<file path="config.mk">
export PLATFORM = sky130hd
export DESIGN_NAME = jhash_core
export DESIGN_NICKNAME = d
export VERILOG_FILES = /design/src/rtl/jhash_pkg.sv /design/src/rtl/jhash_step.sv /design/src/rtl/jhash_core.sv
export SDC_FILE = /design/constraint.sdc
export NUM_CORES = 2
export LEC_CHECK = 0
export BUFFER_PORTS_ARGS = -buffer_cell sky130_fd_sc_hd__buf_2
export CORE_ASPECT_RATIO = 1.4
export CORE_UTILIZATION = 25
export DETAILED_ROUTE_END_ITERATION = 7
export HOLD_SLACK_MARGIN = 0.05
export MAX_ROUTING_LAYER = met4
export PLACE_DENSITY_LB_ADDON = 0.15
export SYNTH_ARGS = -nofsm -noshare
export SYNTH_HDL_FRONTEND = slang
export SYNTH_SLANG_ARGS = --single-unit
</file>
<file path="constraint.sdc">
create_clock -name clk -period 7.5 [get_ports clk]
set_input_delay 0.75 -clock clk [delete_from_list [all_inputs] [get_ports clk]]
set_output_delay 0.75 -clock clk [all_outputs]
set_load 0.02 [all_outputs]
</file>
<file path="src/rtl/jhash_pkg.sv">
// Shared constants, state encoding and helpers for the lookup3 hash core.
package jhash_pkg;

  typedef enum logic [2:0] {
    IDLE    = 3'd0,
    MIX     = 3'd1,
    FINAL   = 3'd2,
    OUT     = 3'd3,
    WAITCLR = 3'd4
  } state_t;

  localparam int STEP_W = 3;
  localparam logic [STEP_W-1:0] MIX_LAST   = 3'd5;
  localparam logic [STEP_W-1:0] FINAL_LAST = 3'd6;

  function automatic logic [31:0] rotl(input logic [31:0] x, input logic [4:0] k);
    return (x << k) | (x >> (6'd32 - {1'b0, k}));
  endfunction

  function automatic logic [4:0] mix_rot(input logic [STEP_W-1:0] s);
    case (s)
      3'd0:    return 5'd4;
      3'd1:    return 5'd6;
      3'd2:    return 5'd8;
      3'd3:    return 5'd16;
      3'd4:    return 5'd19;
      default: return 5'd4;
    endcase
  endfunction

  function automatic logic [4:0] final_rot(input logic [STEP_W-1:0] s);
    case (s)
      3'd0:    return 5'd14;
      3'd1:    return 5'd11;
      3'd2:    return 5'd25;
      3'd3:    return 5'd16;
      3'd4:    return 5'd4;
      3'd5:    return 5'd14;
      default: return 5'd24;
    endcase
  endfunction

endpackage

</file>
<file path="src/rtl/jhash_step.sv">
// One lookup3 mix or final sub-step; each sub-step only rewrites one or two of a/b/c.
module jhash_step
  import jhash_pkg::*;
(
  input  logic [31:0]       a,
  input  logic [31:0]       b,
  input  logic [31:0]       c,
  input  logic              final_mode,
  input  logic [STEP_W-1:0] step,
  output logic [31:0]       a_next,
  output logic [31:0]       b_next,
  output logic [31:0]       c_next
);

  always_comb begin
    a_next = a;
    b_next = b;
    c_next = c;
    if (!final_mode) begin
      case (step)
        3'd0, 3'd3: begin
          a_next = (a - c) ^ rotl(c, mix_rot(step));
          c_next = c + b;
        end
        3'd1, 3'd4: begin
          b_next = (b - a) ^ rotl(a, mix_rot(step));
          a_next = a + c;
        end
        3'd2, 3'd5: begin
          c_next = (c - b) ^ rotl(b, mix_rot(step));
          b_next = b + a;
        end
        default: ;
      endcase
    end else begin
      case (step)
        3'd0, 3'd3, 3'd6: c_next = (c ^ b) - rotl(b, final_rot(step));
        3'd1, 3'd4:       a_next = (a ^ c) - rotl(c, final_rot(step));
        3'd2, 3'd5:       b_next = (b ^ a) - rotl(a, final_rot(step));
        default: ;
      endcase
    end
  end

endmodule

</file>
<file path="src/rtl/jhash_core.sv">
// Stream consumer running lookup3 mix per word triple and final per message,
// emitting {b,c} into the result FIFO.
module jhash_core
  import jhash_pkg::*;
(
  input  logic        clk,
  input  logic        rst,
  input  logic        ce,
  input  logic [31:0] initval,
  input  logic [31:0] stream_data0,
  input  logic [31:0] stream_data1,
  input  logic [31:0] stream_data2,
  input  logic        stream_valid,
  input  logic        stream_done,
  output logic        stream_ack,
  output logic [63:0] fo,
  output logic        fo_wen,
  input  logic        fo_full,
  output logic        busy
);

  state_t            state_reg, state_next;
  logic [STEP_W-1:0] step_reg, step_next;
  logic [31:0]       a_reg, b_reg, c_reg;
  logic [31:0]       a_next, b_next, c_next;
  logic [31:0]       a_step, b_step, c_step;

  jhash_step u_step (
    .a          (a_reg),
    .b          (b_reg),
    .c          (c_reg),
    .final_mode (state_reg == FINAL),
    .step       (step_reg),
    .a_next     (a_step),
    .b_next     (b_step),
    .c_next     (c_step)
  );

  always_ff @(posedge clk) begin
    if (rst) begin
      state_reg <= IDLE;
      step_reg  <= '0;
      a_reg     <= initval;
      b_reg     <= initval;
      c_reg     <= initval;
    end else if (ce) begin
      state_reg <= state_next;
      step_reg  <= step_next;
      a_reg     <= a_next;
      b_reg     <= b_next;
      c_reg     <= c_next;
    end
  end

  always_comb begin
    state_next = state_reg;
    step_next  = step_reg;
    a_next     = a_reg;
    b_next     = b_reg;
    c_next     = c_reg;
    case (state_reg)
      IDLE: begin
        // A pending triple is absorbed before a finish request is honoured.
        if (stream_valid) begin
          a_next     = a_reg + stream_data0;
          b_next     = b_reg + stream_data1;
          c_next     = c_reg + stream_data2;
          state_next = MIX;
          step_next  = '0;
        end else if (stream_done) begin
          state_next = FINAL;
          step_next  = '0;
        end
      end
      MIX: begin
        a_next = a_step;
        b_next = b_step;
        c_next = c_step;
        if (step_reg == MIX_LAST) begin
          state_next = IDLE;
          step_next  = '0;
        end else begin
          step_next = step_reg + 3'd1;
        end
      end
      FINAL: begin
        a_next = a_step;
        b_next = b_step;
        c_next = c_step;
        if (step_reg == FINAL_LAST) begin
          state_next = OUT;
          step_next  = '0;
        end else begin
          step_next = step_reg + 3'd1;
        end
      end
      OUT: begin
        if (!fo_full) begin
          a_next     = initval;
          b_next     = initval;
          c_next     = initval;
          state_next = WAITCLR;
        end
      end
      WAITCLR: begin
        // Hold off until the finish level drops so one message yields one result.
        if (!stream_done) state_next = IDLE;
      end
      default: state_next = IDLE;
    endcase
  end

  always_comb begin
    stream_ack = ce && !rst && (state_reg == IDLE) && stream_valid;
    fo_wen     = ce && !rst && (state_reg == OUT) && !fo_full;
    fo         = (state_reg == OUT) ? {b_reg, c_reg} : 64'd0;
    busy       = (state_reg != IDLE);
  end

endmodule

</file>
==> out/metrics.json <==
{
  "status": {
    "outcome": "complete, but fails checks",
    "violated_checks": "DRC"
  },
  "floorplan": {
    "initial_utilization_pct": 25.27,
    "die-area_um2": 168100,
    "fp.coreArea_um2": 164700,
    "die_h_um": 484.8,
    "placement_row_count": 176,
    "pin_count": 201,
    "dieWidth_um": 346.8
  },
  "timing": {
    "fmax_mhz": 140.7,
    "timing.final.setup_violations": 0,
    "post-route-period-util_pct": 94.75,
    "setup_repair_after_global_routing_missed_its_margin": "no",
    "layout_setup_ws_ns": 0.3938,
    "final_hold_viol_count": 0,
    "totalNegativeSetupSlack_ns": 0,
    "final-max-slew-violation-count": 0,
    "period_minus_slack_ns": 7.106,
    "final.setup_skew_ns": 0.03100,
    "slew-limit-headroom_pct": 4.320,
    "timing_worst_slew_pin_value_ns": 1.431
  },
  "clock_network": {
    "clockBufferDepth": 2,
    "cts.sinks": 102,
    "cts_repair_resize_count": 0,
    "cts_tree": "built",
    "clk_pin_slew_ns": 0.12,
    "clock_tree.htree_level_count": 3,
    "clk-insertion-delay-late_ns": 0.51,
    "clock-root-buffer": "sky130_fd_sc_hd__clkbuf_16",
    "cts_hold_buf": 0,
    "setup_fix_bufs_post_cts": 0,
    "cts-buffers-inserted": 9
  },
  "placement": {
    "place.port_buffers": 200,
    "detailedPlacementHpwl_mm": 298.9,
    "dpl_worst_slack_ns": 0.8371,
    "place_congestion": 1.091,
    "post-place-cells": 8650
  },
  "route": {
    "detailedRoute.firstPassIterationCount": 8,
    "maxUsedRoutingLayer": "met4",
    "wirelength_met1_mm": 141.1,
    "drt-total-wl_mm": 382.1,
    "route.detailed.wl_per_inst_um": 44.00,
    "routed-wl-met3_mm": 37.21,
    "final_antenna_net_count": 0,
    "drc_errors": 3,
    "detail_route.vias_per_cell": 6.649,
    "vias": 57740,
    "detail_route.iter0.violations": 8835,
    "met2RoutedLength_mm": 158.7
  },
  "global_route": {
    "globalRoute.totalOverflow": 0,
    "grt_pass1_vias": 53470,
    "global_route_wire_length_before_repair_mm": 501.0,
    "grt_max_degree": 95,
    "antenna_found_initial": 32,
    "grtUsageTotal_pct": 45.00
  },
  "critical_path": {
    "cp.required_ns": 7.68,
    "cp_max_fo": 41,
    "timing.critical_path.from_type": "register",
    "timing.critical_path.mode_cell": "sky130_fd_sc_hd__a21oi_1",
    "category_of_the_worst_setup_path_capture_point": "register",
    "r2r_slack_ns": 0.39,
    "worstPathCellList": "nor2b_4 -> a21oi_4 -> buf_4 -> nor2_1 -> a21oi_1 -> nor2_1 -> o21ai_0 -> o31ai_1 -> a21oi_1 -> nor2_1 -> a21oi_1 -> ha_1 -> o211ai_1 -> a21oi_1 -> nor3_1 -> o211ai_1 -> a41oi_1 -> o31a_1 -> o21ai_0 -> mux2i_1 -> o31ai_1 -> nand4b_1 -> o311ai_0",
    "timing_worst_setup_path_type": "register to register",
    "critical_path_arrival_ns": 7.29,
    "slowest_delay_ns": 0.73,
    "critical-path-slowest-cell": "sky130_fd_sc_hd__dfxtp_4"
  },
  "synth": {
    "syn-mean-instance-area_um2": 6.506,
    "syn-instance-count": 6397,
    "ys_ff_latch": 102,
    "share_of_flip_flops_with_an_asynchronous_set_or_reset_after_synthesis_pct": 0,
    "synthesis.nets": 6925,
    "main_flop_type_after_synthesis": "sky130_fd_sc_hd__edfxtp_1",
    "synth_cell_types": 97,
    "synth-warning-count": 0,
    "synth_area_um2": 41620,
    "synth_edf_count": 96,
    "synth_seq_area_share_pct": 7.215
  },
  "cells_and_area": {
    "num-nets-final": 7053,
    "fin_util_pct": 28.73,
    "layout_commonest_cell": "sky130_fd_sc_hd__a21oi_1",
    "layout.cells.non_filler": 8684,
    "fill_cells": 18670,
    "flow.area_growth_from_synthesis_pct": 13.71,
    "final_layout_size_suffix_gt1_share_pct": 12.21,
    "mostFrequentLayoutCells": "sky130_fd_sc_hd__a21oi_1 (766), sky130_fd_sc_hd__nand2_1 (676), sky130_fd_sc_hd__nor2_1 (600)"
  },
  "pwr": {
    "powerDensity_nw_per_um2": 518.7,
    "ir_worst_vdd_mv": 0.2110,
    "p_leak_nw": 19.16,
    "power.total_mw": 24.55
  },
  "min_path": {
    "holdCritPathClass": "input pin to register"
  },
  "flow_run": {
    "maxCapViolCount": 0
  }
}
logic make-up after synthesis:
family,share of synthesized area [%]
AOI/OAI and AO/OA,40.07
and+or+nand+nor,20.78
buffers and inverters,7.706
xor gates and xnor gates,8.367
adders and majority gates,12.11
muxes,3.752
DFF,7.215
stage by stage:
stage          instance area [um2]  hold slack, ns
3_3_place_gp                 46960          0.6922
6_report                     47320          0.6674
4_1_cts                      47280          0.6394
2_1_floorplan                41620          0.6466
3_5_place_dp                 46960          0.6949
5_1_grt                      47310          0.7004
worst max-delay path: cells and delay by family (launching register included):
kind                     cells  cell delay (ns)
flip-flops                   1             0.73
buffers and inverters        1             0.55
multiplexers                 1             0.27
AO/OA/AOI/OAI               14             4.31
adder cells (fa/ha/maj)      1             0.28
AND/OR/NAND/NOR              6             0.55
layout make-up:
type	count	area, um2	share of cell area [%]
multi-input combinational	5503	35730	75.51
inverter	273	1026	2.168
tap	2136	2673	5.648
timing repair buffer	636	4512	9.534
clock inverter	7	91.34	0.1930
sequential	102	3018	6.377
antenna	18	45.04	0.09519
clock buffer	9	225.2	0.4759
final timing paths:
path | start | endpoint | depth (start not counted)
worst max-delay path | step_reg[1] | c_reg[27] | 23
worst min-delay path | stream_done | state_reg[2] | 4
worst max register to register | step_reg[1] | c_reg[27] | 23
worst min register to register | step_reg[2] | step_reg[2] | 2
synth_stat cells, types with 120 or more instances:
cell	n	area, um2
sky130_fd_sc_hd__inv_1	244	915.9
sky130_fd_sc_hd__a21oi_1	771	3859
sky130_fd_sc_hd__o21ai_0	581	2908
sky130_fd_sc_hd__a211oi_1	131	983.4
sky130_fd_sc_hd__nand2_1	687	2579
sky130_fd_sc_hd__o211ai_1	123	923.4
sky130_fd_sc_hd__nor3_1	206	1031
sky130_fd_sc_hd__nor2_1	618	2320
sky130_fd_sc_hd__buf_2	124	620.6
sky130_fd_sc_hd__clkbuf_1	320	1201
sky130_fd_sc_hd__ha_1	382	4780
sky130_fd_sc_hd__xnor2_1	311	2724
sky130_fd_sc_hd__mux2i_1	120	1201
power by group:
part	leakage, nW	switching, mW	internal (mW)
Sequential	1.02	0.763	0.896
Combinational	18.0	14.8	7.41
Clock	0.151	0.403	0.241
layer usage:
| metal | GRT usage [%] | up-vias |
|---|---|---|
| met5 | - | - |
| met4 | 42.66 | 0 |
| met3 | 9.641 | 1209 |
| met2 | 64.82 | 3988 |
| met1 | 51.44 | 28500 |
| li1 | - | 24050 |
(Power assumes the default switching activity.)
